## config.mk

```make
export PLATFORM = sky130hd
export DESIGN_NAME = sprite_palette_engine
export DESIGN_NICKNAME = d
export VERILOG_FILES = /design/src/rtl/sprite_palette_engine.sv
export SDC_FILE = /design/constraint.sdc
export NUM_CORES = 1
export LEC_CHECK = 0
export ABC_AREA = 1
export ABC_CLOCK_PERIOD_IN_PS = 4400
export CAP_MARGIN = 15
export CORE_UTILIZATION = 52
export DETAILED_ROUTE_END_ITERATION = 16
export PLACE_DENSITY = 0.75
export SLEW_MARGIN = 30
export SYNTH_ARGS = -nofsm -noshare
export SYNTH_HDL_FRONTEND = slang
export SYNTH_SLANG_ARGS = --single-unit
```

## constraint.sdc

```tcl
create_clock -name Clk -period 4.4 [get_ports Clk]
set_input_delay 0.66 -clock Clk [delete_from_list [all_inputs] [get_ports Clk]]
set_output_delay 0.66 -clock Clk [all_outputs]
set_load 0.02 [all_outputs]
```

## src/rtl/sprite_palette_engine.sv

```systemverilog
// Banked runtime-writable sprite palette with hit-flash and fade effects.
// Two-stage lookup: entry fetch, then flash/fade colour processing.
module sprite_palette_engine #(
  parameter int          IDX_W             = 3,
  parameter int          BANKS             = 4,
  parameter int          BANK_W            = 2,
  parameter int          TRANSPARENT_INDEX = 0,
  parameter logic [11:0] FLASH_RGB         = 12'hEEE,
  parameter int          FLASH_FRAMES      = 6,
  parameter int          FADE_STEP         = 2
) (
  input  logic              Clk,
  input  logic              Reset,
  input  logic              frame_tick,
  input  logic              wr_en,
  input  logic [BANK_W-1:0] wr_bank,
  input  logic [IDX_W-1:0]  wr_index,
  input  logic [11:0]       wr_rgb,
  input  logic              rd_valid,
  input  logic [BANK_W-1:0] rd_bank,
  input  logic [IDX_W-1:0]  rd_index,
  input  logic              flash_trig,
  input  logic              fade_start,
  input  logic              fade_dir,
  output logic              out_valid,
  output logic [3:0]        red,
  output logic [3:0]        green,
  output logic [3:0]        blue,
  output logic              transparent,
  output logic              flash_active,
  output logic              fade_busy
);

  localparam int ENTRIES = 2 ** IDX_W;
  localparam int FL_CLG  = $clog2(FLASH_FRAMES + 1);
  localparam int FL_W    = (FL_CLG > 3) ? FL_CLG : 3;
  localparam logic [4:0] FULL = 5'd16;
  localparam logic [4:0] STEP = 5'(FADE_STEP);

  logic [11:0] pal_q [BANKS][ENTRIES];
  logic [11:0] pal_d [BANKS][ENTRIES];

  logic        s1_v_q, s1_v_d;
  logic [11:0] s1_rgb_q, s1_rgb_d;
  logic        s1_tr_q, s1_tr_d;

  logic        ov_q, ov_d;
  logic [11:0] rgb_q, rgb_d;
  logic        tr_q, tr_d;

  logic [FL_W-1:0] fl_q, fl_d;
  logic [4:0]      lvl_q, lvl_d;
  logic [4:0]      tgt_q, tgt_d;

  function automatic logic [3:0] scale(input logic [3:0] c,
                                       input logic [4:0] l);
    logic [8:0] p;
    p = {5'b0, c} * {4'b0, l};
    return p[7:4];
  endfunction

  // Palette write port; out-of-range banks are dropped.
  always_comb begin
    pal_d = pal_q;
    if (wr_en && (int'(wr_bank) < BANKS))
      pal_d[wr_bank][wr_index] = wr_rgb;
  end

  // Stage 1: fetch entry from the pre-write palette contents.
  always_comb begin
    s1_v_d   = rd_valid;
    s1_rgb_d = 12'h000;
    s1_tr_d  = 1'b0;
    if (int'(rd_bank) < BANKS) begin
      s1_rgb_d = pal_q[rd_bank][rd_index];
      s1_tr_d  = (rd_index == IDX_W'(TRANSPARENT_INDEX));
    end
  end

  // Stage 2: flash substitution then fade scaling; hold when idle.
  always_comb begin
    logic [11:0] px;
    ov_d  = s1_v_q;
    rgb_d = rgb_q;
    tr_d  = tr_q;
    px    = (fl_q != '0) ? FLASH_RGB : s1_rgb_q;
    if (s1_v_q) begin
      tr_d = s1_tr_q;
      if (s1_tr_q)
        rgb_d = s1_rgb_q;
      else
        rgb_d = {scale(px[11:8], lvl_q),
                 scale(px[7:4], lvl_q),
                 scale(px[3:0], lvl_q)};
    end
  end

  // Flash frame counter; a trigger reloads even on a tick.
  always_comb begin
    fl_d = fl_q;
    if (flash_trig)
      fl_d = FL_W'(FLASH_FRAMES);
    else if (frame_tick && fl_q != '0)
      fl_d = fl_q - FL_W'(1);
  end

  // Fade level steps toward target per frame, saturating.
  always_comb begin
    lvl_d = lvl_q;
    tgt_d = tgt_q;
    if (fade_start) begin
      tgt_d = fade_dir ? FULL : 5'd0;
    end else if (frame_tick) begin
      if (lvl_q < tgt_q)
        lvl_d = (tgt_q - lvl_q > STEP) ? lvl_q + STEP : tgt_q;
      else if (lvl_q > tgt_q)
        lvl_d = (lvl_q - tgt_q > STEP) ? lvl_q - STEP : tgt_q;
    end
  end

  // State registers with synchronous reset.
  always_ff @(posedge Clk) begin
    if (Reset) begin
      for (int b = 0; b < BANKS; b++)
        for (int i = 0; i < ENTRIES; i++)
          pal_q[b][i] <= 12'h000;
      s1_v_q   <= 1'b0;
      s1_rgb_q <= 12'h000;
      s1_tr_q  <= 1'b0;
      ov_q     <= 1'b0;
      rgb_q    <= 12'h000;
      tr_q     <= 1'b0;
      fl_q     <= '0;
      lvl_q    <= FULL;
      tgt_q    <= FULL;
    end else begin
      pal_q    <= pal_d;
      s1_v_q   <= s1_v_d;
      s1_rgb_q <= s1_rgb_d;
      s1_tr_q  <= s1_tr_d;
      ov_q     <= ov_d;
      rgb_q    <= rgb_d;
      tr_q     <= tr_d;
      fl_q     <= fl_d;
      lvl_q    <= lvl_d;
      tgt_q    <= tgt_d;
    end
  end

  assign out_valid    = ov_q;
  assign red          = rgb_q[11:8];
  assign green        = rgb_q[7:4];
  assign blue         = rgb_q[3:0];
  assign transparent  = tr_q;
  assign flash_active = (fl_q != '0);
  assign fade_busy    = (lvl_q != tgt_q);

endmodule

```

[Word level (Yosys, flattened, before mapping)]
Cells that the tools add are included.
Operators by class
  add/subtract/negate cells: 5
  $mul: 3
  order comparisons: 10
  eq/ne operators: 1
  muxes and demuxes: 20
  bitwise operators: 5
  reduce and logical (&&, ||, !) cells: 9
Operator list (count)
  384-bit bitwise mux: 1
  96-bit two-way mux: 3
  96-bit binary-select mux with 2-bit select: 1
  96-bit demux with 2-bit select: 1
  12-bit two-way mux: 5
  12-bit binary-select mux with 3-bit select: 1
  12-bit demux with 3-bit select: 1
  5-bit two-way mux: 5
  4-bit by 5-bit multiplier with 8-bit output: 3
  5-bit by 2-bit greater-than comparator with 1-bit output (second input constant): 2
  5-bit subtractor: 2
  4-bit >= comparator (second input constant): 2
  3-bit inverter with 4-bit output: 2
  3-bit >= comparator (second input constant): 2
  3-bit two-way mux: 2
  2-bit inverter with 3-bit output: 2
  5-bit by 2-bit adder with 5-bit output (second input constant): 1
  5-bit greater-than comparator: 1
  5-bit < comparator: 1
  5-bit != test: 1
  5-bit by 2-bit subtractor with 5-bit output (second input constant): 1
  4-bit by 1-bit < comparator with 1-bit output (second input constant): 1
  2-bit nonzero test: 2
  1-bit logical AND: 3
  7 further kinds: 7
Storage, ports and cells
  register bits: 425
  input bits: 30
  word-level logic and storage cells: 95

[Depth between registers and ports, before layout]
Gate-level depths: netlist of the first run.
  depth after elaboration: 8
  gate-level depth with buffers: 20

[Least setup slack after synthesis of the first run]
OpenSTA, ideal clock, no wires.
  path type: reg2reg
  start point: reg fl_q[0]
  end point: reg rgb_q[2]
  setup time: 70 ps
  arrival time: 3335 ps
  data required time: 4330 ps
  setup slack: 995 ps
  stages on the path, launching flop included: 18
  buffers on the path: 2
  cells stage by stage: dfxtp_1 inv_1 ha_1 ha_1 clkbuf_1 buf_1 a21oi_1 fa_1 inv_1 fa_1 inv_1 ha_1 nand2_1 nand2_1 a21oi_1 xnor2_1 nand2_1 a21oi_1
On the way
  cells in the longest elaborated chain, start to end: 4
RTL lines
  start: declaration: line 51  | logic [FL_W-1:0] fl_q, fl_d;
  start signal: assignment: line 144  | fl_q <= fl_d;
  3-bit nonzero test: line 86  | px = (fl_q != '0) ? FLASH_RGB : s1_rgb_q;
  12-bit two-way mux: line 86
  4-bit by 5-bit multiplier with 8-bit output: line 58  | p = {5'b0, c} * {4'b0, l};
  12-bit two-way mux: line 89  | if (s1_tr_q)
  end signal: assignment: line 142  | rgb_q <= rgb_d;
  end: declaration: line 48  | logic [11:0] rgb_q, rgb_d;
No other way between the ends.
A chain may end at the register's enable or synchronous reset.

[Worst setup path after layout of the first run]
  start point: reg fl_q[0]
  end point: reg rgb_q[6]
The elaborated chain is that of the path after synthesis.

==> impl_metrics.env, run 1 <==
export IMPL_io_buffers=45
export IMPL_slew_headroom=0.317
export IMPL_clkTransAtPathRegs_ns=0.06
export IMPL_dieArea_um2=39500
export IMPL_dp_hpwl_um=37400
export IMPL_slew_viol_final=0
export IMPL_min_period_ns=3.48
export IMPL_yosys_warnings=0
export IMPL_area_growth_pct=9.69
export IMPL_die_y_um=199
export IMPL_maxCapViolations=0
export IMPL_worstPathArrival_ns=3.97
export IMPL_seq_area_frac_synth=0.418
export IMPL_cts_sinks=420
export IMPL_layout_setup_ws_ns=0.916
export IMPL_p_switching_mw=2.31
export IMPL_diodes=0
export IMPL_cts_max_path_buffers=3
export IMPL_finalSetupViolCount=0
export IMPL_switching_share=0.264
export IMPL_tns_ns=0
export IMPL_crit_path_start_kind="flip-flop"
export IMPL_post_cts_buffers=0
export IMPL_wl_um=61700
export IMPL_internal_power_mw=6.44
export IMPL_fin_skew_ns=0.0136
export IMPL_power_density_nw_per_um2=396
export IMPL_io_pins=46
export IMPL_synth_top_cell_area_share=0.418
export IMPL_avgSynthCellArea_um2=6.61
export IMPL_worstPathRequired_ns=4.89
export IMPL_fp_dieW_um=199
export IMPL_post_route_period_util=0.792
export IMPL_synth_seq_cells=420
export IMPL_ant_nets=0
export IMPL_maxClockFrequency_mhz=287
export IMPL_cts_tree="done"
export IMPL_initial_utilization=0.532
export IMPL_coreArea_um2=37800
export IMPL_pwr_share_comb=0.114
export IMPL_routed_via_density=5.73
export IMPL_num_vias=20000
export IMPL_grt_total_usage=0.312
export IMPL_p_leak_nw=9.70
export IMPL_gp_congestion=0.970
export IMPL_path_max_fanout=18
export IMPL_hold_path_class="reg -> reg"
export IMPL_grt_overflow_total=0
export IMPL_pre_cts_slack_ns=0.966
export IMPL_drive_gt1_frac=0.0479
export IMPL_dp_cells=3420
export IMPL_clock_root_buffer="clkbuf_16"
export IMPL_critical_path_class="reg -> reg"
export IMPL_fin_nets=3030
export IMPL_grt_max_degree=177
export IMPL_final_hold_viol_count=0
export IMPL_wl_per_cell_um=17.6
export IMPL_synthCells=3043
export IMPL_cts_buffers=44
export IMPL_syn_area_um2=20100
export IMPL_clock_latency_ns=0.55
export IMPL_rows=71
export IMPL_rsz0062_at_grt="no"
export IMPL_whs_ns=0.447
export IMPL_crit_path_end_kind="flip-flop"
export IMPL_cts_resized=0
export IMPL_synth_area_leaders="dfxtp_1 42%, nor2_1 15%, o21ai_0 11%"
export IMPL_grt_pass1_wl_um=98400
export IMPL_stdcell_count=3497
export IMPL_antenna_found_initial=0
export IMPL_drt_initial_drc_count=2257
export IMPL_p_clk_frac=0.438
export IMPL_drt_pass1_iterations=6
export IMPL_grt_pass1_vias=18500
export IMPL_status="completed"
export IMPL_drc=0
export IMPL_worst_slew_pin_slew_ns=1.02
export IMPL_synth_top_area_cell="dfxtp_1"
export IMPL_htree_levels=2
export IMPL_ys_types=28
export IMPL_peakVddDrop_uv=299
export IMPL_power_share_sequential=0.449
export IMPL_cts_hold_buf=0
[stage by stage]
step | total power [mW] | cell area, um^2 | utilization
after floorplan | 4.66 | 20100 | -
after CTS | 8.75 | 22100 | 0.583
final | 8.74 | 22100 | 0.583
after detailed placement | 4.97 | 20600 | 0.544
after global routing | 9.04 | 22100 | 0.583
after global placement | 4.95 | 20600 | 0.544
[cells by family (layout without fill, tap and decap cells)]
logic type,Yosys count,in the layout,synth area share
XOR/XNOR,6,6,0.00261
flip-flops,420,420,0.418
AO/OA/AOI/OAI,558,558,0.139
buffers and inverters,376,317,0.0820
other,1,3,0.000186
adder cells (fa/ha/maj),45,45,0.0325
AND/OR/NAND/NOR,1637,1637,0.326
[flip-flops by register name, indices dropped and copies added (netlist names)]
signal	flops
out_valid	1
s1_tr_q	1
lvl_q	4
ov_d	1
tgt_q	1
s1_rgb_q	12
pal_q	384
transparent	1
fl_q	3
rgb_q	12
[metal layers]
metal / global-route usage / part of all wire / vias up
li1: - / - / 9559
met4: 0.125 / 0.034 / 0
met2: 0.501 / 0.46 / 987
met3: 0.0468 / 0.092 / 165
met5: 0 / 0 / -
met1: 0.420 / 0.41 / 9331
[path summary, 6_finish.rpt]
path / from / endpoint / slack (ns) / cells after the start
max: fl_q[0] / rgb_q[6] / 0.92 / 16
min: pal_q[177] / pal_q[177] / 0.45 / 2
max reg2reg: fl_q[0] / rgb_q[6] / 0.92 / 16
min reg2reg: pal_q[177] / pal_q[177] / 0.45 / 2
[synth_stat cells]
library cell and n:
a21oi_1 128, a221oi_1 2, buf_1 30, buf_2 84
buf_4 21, buf_6 3, clkbuf_1 98, clkbuf_8 3
clkinv_1 2, conb_1 1, dfxtp_1 420, fa_1 12
ha_1 33, inv_1 131, inv_2 3, inv_4 1
nand2_1 530, nand3_1 304, nand4_1 1, nor2_1 794
nor2_2 2, nor3_1 1, nor3_2 3, nor4_1 2
o21ai_0 427, o21ai_1 1, xnor2_1 3, xor2_1 3
[layout make-up]
cell class	instances	area (um^2)
Clock buffer	63	1320
Sequential cell	420	8410
Fill cell	3515	15800
Inverter	137	524
Clock inverter	14	159
Multi-Input combinational cell	2249	10100
Tap cell	511	639
Timing Repair Buffer	103	946
[power by group through the flow]
stage               sequential [mW]  clock, mW  combinational, mW
global route                   3.93       4.02               1.09
detailed placement             4.00          0              0.970
CTS                            3.92       3.86              0.974
floorplan                      4.00          0              0.666
global placement               4.00          0              0.949
finish                         3.92       3.83              0.993
[worst max-delay path, cell delays in order (launching register included)]
cell	delay (ns)
dfxtp_1	0.31
inv_1	0.07
ha_1	0.15
ha_1	0.37
buf_4	0.29
a21oi_1	0.12
fa_1	0.56
inv_1	0.06
fa_1	0.48
inv_1	0.04
ha_1	0.29
nand2_1	0.06
nand2_1	0.09
a21oi_1	0.19
xnor2_1	0.14
nand2_1	0.07
a21oi_1	0.12
[cells in the final DEF (no fill, tap or decap), drive strengths merged, types with 3 or more instances in the layout]
cell / count
bufinv: 3
xor2: 3
nand3: 304
o21ai: 428
nand2: 530
clkdlybuf4s50: 42
a21oi: 128
clkbuf: 63
fa: 12
inv: 135
dfxtp: 420
clkinvlp: 4
ha: 33
xnor2: 3
conb: 3
nor2: 796
clkinv: 9
nor3: 4
buf: 61
Power figures use the tool's default switching activity.
==> run 2: changes to the inputs <==
Settings changed: ABC_CLOCK_PERIOD_IN_PS 4400 to 3600.
Clock period 4.4 ns to 3.6 ns, I/O delays scaled along.
==> run 2 against run 1 <==
  * Clock skew grew 0.0099 ns
  * Non-clock buffer count is 6 higher
  * Critical path depth is the same
  * Final cell count grew 0.29%
  * Power up 24%
  * Largest cell class unchanged
==> impl_metrics.env, run 2 (same netlist as run 1, synthesis figures left out) <==
export IMPL_final_common_cell="nor2_1"
export IMPL_power_density_nw_per_um2=487
export IMPL_grt_overflow_total=0
export IMPL_cts_resized=0
export IMPL_grt_pass1_vias=18600
export IMPL_critical_path_top_delay_family="adder cells"
export IMPL_worstPathArrival_ns=3.76
export IMPL_clkTransAtPathRegs_ns=0.06
export IMPL_slew_viol_final=0
export IMPL_die_y_um=199
export IMPL_regToRegStartpoint="fl_q[0]"
export IMPL_cp_num_buf_inv=4
export IMPL_maxClockFrequency_mhz=305
export IMPL_slowest_stage="fa_1"
export IMPL_pwr_share_comb=0.115
export IMPL_peakVddDrop_uv=365
export IMPL_finalSetupViolCount=0
export IMPL_pre_cts_slack_ns=0.320
export IMPL_min_period_ns=3.27
export IMPL_switching_share=0.266
export IMPL_cp_depth=16
export IMPL_ant_nets=0
export IMPL_maxCapViolations=0
export IMPL_crit_chain="inv_1 > ha_1 > ha_2 > buf_12 > a21oi_1 > fa_1 > inv_1 > fa_1 > inv_1 > ha_1 > nand2_1 > nand2_1 > a21oi_1 > xnor2_1 > nand2_1 > a21oi_1"
export IMPL_crit_path_start_kind="flip-flop"
export IMPL_ff2ff_path_depth=16
export IMPL_regMostFlops="pal_q"
export IMPL_post_cts_buffers=0
export IMPL_top_usage_layer="met2"
export IMPL_grtUsageMet1=0.412
export IMPL_initial_utilization=0.532
export IMPL_critical_path_class="reg -> reg"
export IMPL_grt_pass1_wl_um=99000
export IMPL_register_area_um2=8410
export IMPL_tns_ns=0
export IMPL_wl_per_cell_um=17.9
export IMPL_cts_buffers=44
export IMPL_rrSetupSlack_ns=0.33
export IMPL_internal_power_mw=7.93
export IMPL_wl_um=62700
export IMPL_htree_levels=2
export IMPL_layout_common_cells="794 x nor2_1, 530 x nand2_1, 427 x o21ai_0"
export IMPL_layout_setup_ws_ns=0.326
export IMPL_met2_usage=0.512
export IMPL_cts_tree="done"
export IMPL_io_buffers=45
export IMPL_status="completed"
export IMPL_final_hold_viol_count=0
export IMPL_fin_nets=3036
export IMPL_num_vias=20200
export IMPL_gp_congestion=0.900
export IMPL_reg2reg_to="rgb_q[6]"
export IMPL_fin_skew_ns=0.0235
export IMPL_dp_hpwl_um=37600
export IMPL_hold_path_class="reg -> reg"
export IMPL_path_max_fanout=34
export IMPL_io_pins=46
export IMPL_multiInputGateArea_um2=10100
export IMPL_power_share_sequential=0.443
export IMPL_routed_via_density=5.76
export IMPL_largest_reg_flops=384
export IMPL_clock_latency_ns=0.58
export IMPL_cts_max_path_buffers=3
export IMPL_worst_slew_pin_slew_ns=1.00
export IMPL_drt_initial_drc_count=2588
export IMPL_use_met3=0.0475
export IMPL_coreArea_um2=37800
export IMPL_rsz0062_at_grt="no"
export IMPL_cts_sinks=420
export IMPL_p_clk_frac=0.441
export IMPL_rows=71
export IMPL_reg_top3="pal_q (384), rgb_q (12), s1_rgb_q (12)"
export IMPL_total_power_mw=10.8
export IMPL_drt_pass1_iterations=8
export IMPL_grt_max_degree=213
export IMPL_drc=0
export IMPL_area_growth_pct=10.3
export IMPL_worstHoldPathCells=2
export IMPL_grt_total_usage=0.316
export IMPL_drive_gt1_frac=0.0497
export IMPL_clock_root_buffer="clkbuf_16"
export IMPL_cpPeakStageDelay_ns=0.55
export IMPL_worstPathRequired_ns=4.09
export IMPL_fp_dieW_um=199
export IMPL_p_switching_mw=2.87
export IMPL_crit_path_end_kind="flip-flop"
export IMPL_post_route_period_util=0.909
export IMPL_cts_hold_buf=0
export IMPL_antenna_found_initial=1
export IMPL_dieArea_um2=39500
export IMPL_cp_startpoint="fl_q[0]"
export IMPL_critical_path_endpoint="rgb_q[6]"
export IMPL_slew_headroom=0.331
export IMPL_fill_cells=3538
export IMPL_p_leak_nw=9.75
-- run 2: cell types whose count changed in the layout (fill, tap and decap cells not counted) --
cell	delta
ha_1	-1
ha_2	+1
buf_6	-1
clkinvlp_4	+1
bufinv_16	+1
clkbuf_16	+1
clkbuf_8	-4
clkinv_4	-1
diode_2	+1
buf_4	+3
buf_12	+4
clkbuf_1	+4
clkinv_8	+1
-- run 2: cell type report --
type                            instances  area share
Antenna cell                            1    0.000113
Timing Repair Buffer                  109      0.0467
Clock inverter                         16     0.00919
Sequential cell                       420       0.379
Inverter                              137      0.0236
Tap cell                              511      0.0288
Clock buffer                           64      0.0589
Multi-Input combinational cell       2249       0.454
-- run 2: worst register-to-register path, cell delays in order, from the launching register on --
cell and delay [ns]:
dfxtp_1 0.31, inv_1 0.08, ha_1 0.15, ha_2 0.24, buf_12 0.19, a21oi_1 0.12, fa_1 0.55, inv_1 0.05
fa_1 0.47, inv_1 0.05, ha_1 0.31, nand2_1 0.07, nand2_1 0.09, a21oi_1 0.19, xnor2_1 0.16, nand2_1 0.08
a21oi_1 0.12
-- run 2: worst min path at each step --
stage	startpoint	slack (ns)	end
6_report	pal_q[170]	0.45	pal_q[170]
5_1_grt	pal_q[362]	0.47	pal_q[362]
4_1_cts	pal_q[175]	0.45	pal_q[175]
3_5_place_dp	pal_q[170]	0.44	pal_q[170]
3_3_place_gp	pal_q[352]	0.43	pal_q[352]
2_1_floorplan	pal_q[159]	0.42	pal_q[159]
-- run 2: stage by stage --
stage | utilization | instance area, um^2 | hold slack, ns | std cells
4_1_cts | 0.587 | 22200 | 0.448 | 3506
3_3_place_gp | 0.547 | 20700 | 0.433 | 3426
2_1_floorplan | - | 20100 | 0.425 | 3045
6_report | 0.587 | 22200 | 0.446 | 3507
5_1_grt | 0.587 | 22200 | 0.473 | 3507
3_5_place_dp | 0.547 | 20700 | 0.438 | 3426
-- run 2: power by group through the flow --
stage | sequential (mW) | clock (mW) | combinational, mW
after floorplan | 4.88 | 0 | 0.814
after CTS | 4.79 | 4.81 | 1.22
after global routing | 4.80 | 4.99 | 1.36
after global placement | 4.89 | 0 | 1.18
after detailed placement | 4.89 | 0 | 1.21
final | 4.79 | 4.77 | 1.24
-- run 2: routing by layer --
| layer | vias to the layer above | wire length, um |
|---|---|---|
| li1 | 9577 | - |
| met1 | 9375 | 25500 |
| met5 | - | 0 |
| met3 | 178 | 5790 |
| met4 | 0 | 2700 |
| met2 | 1084 | 28700 |
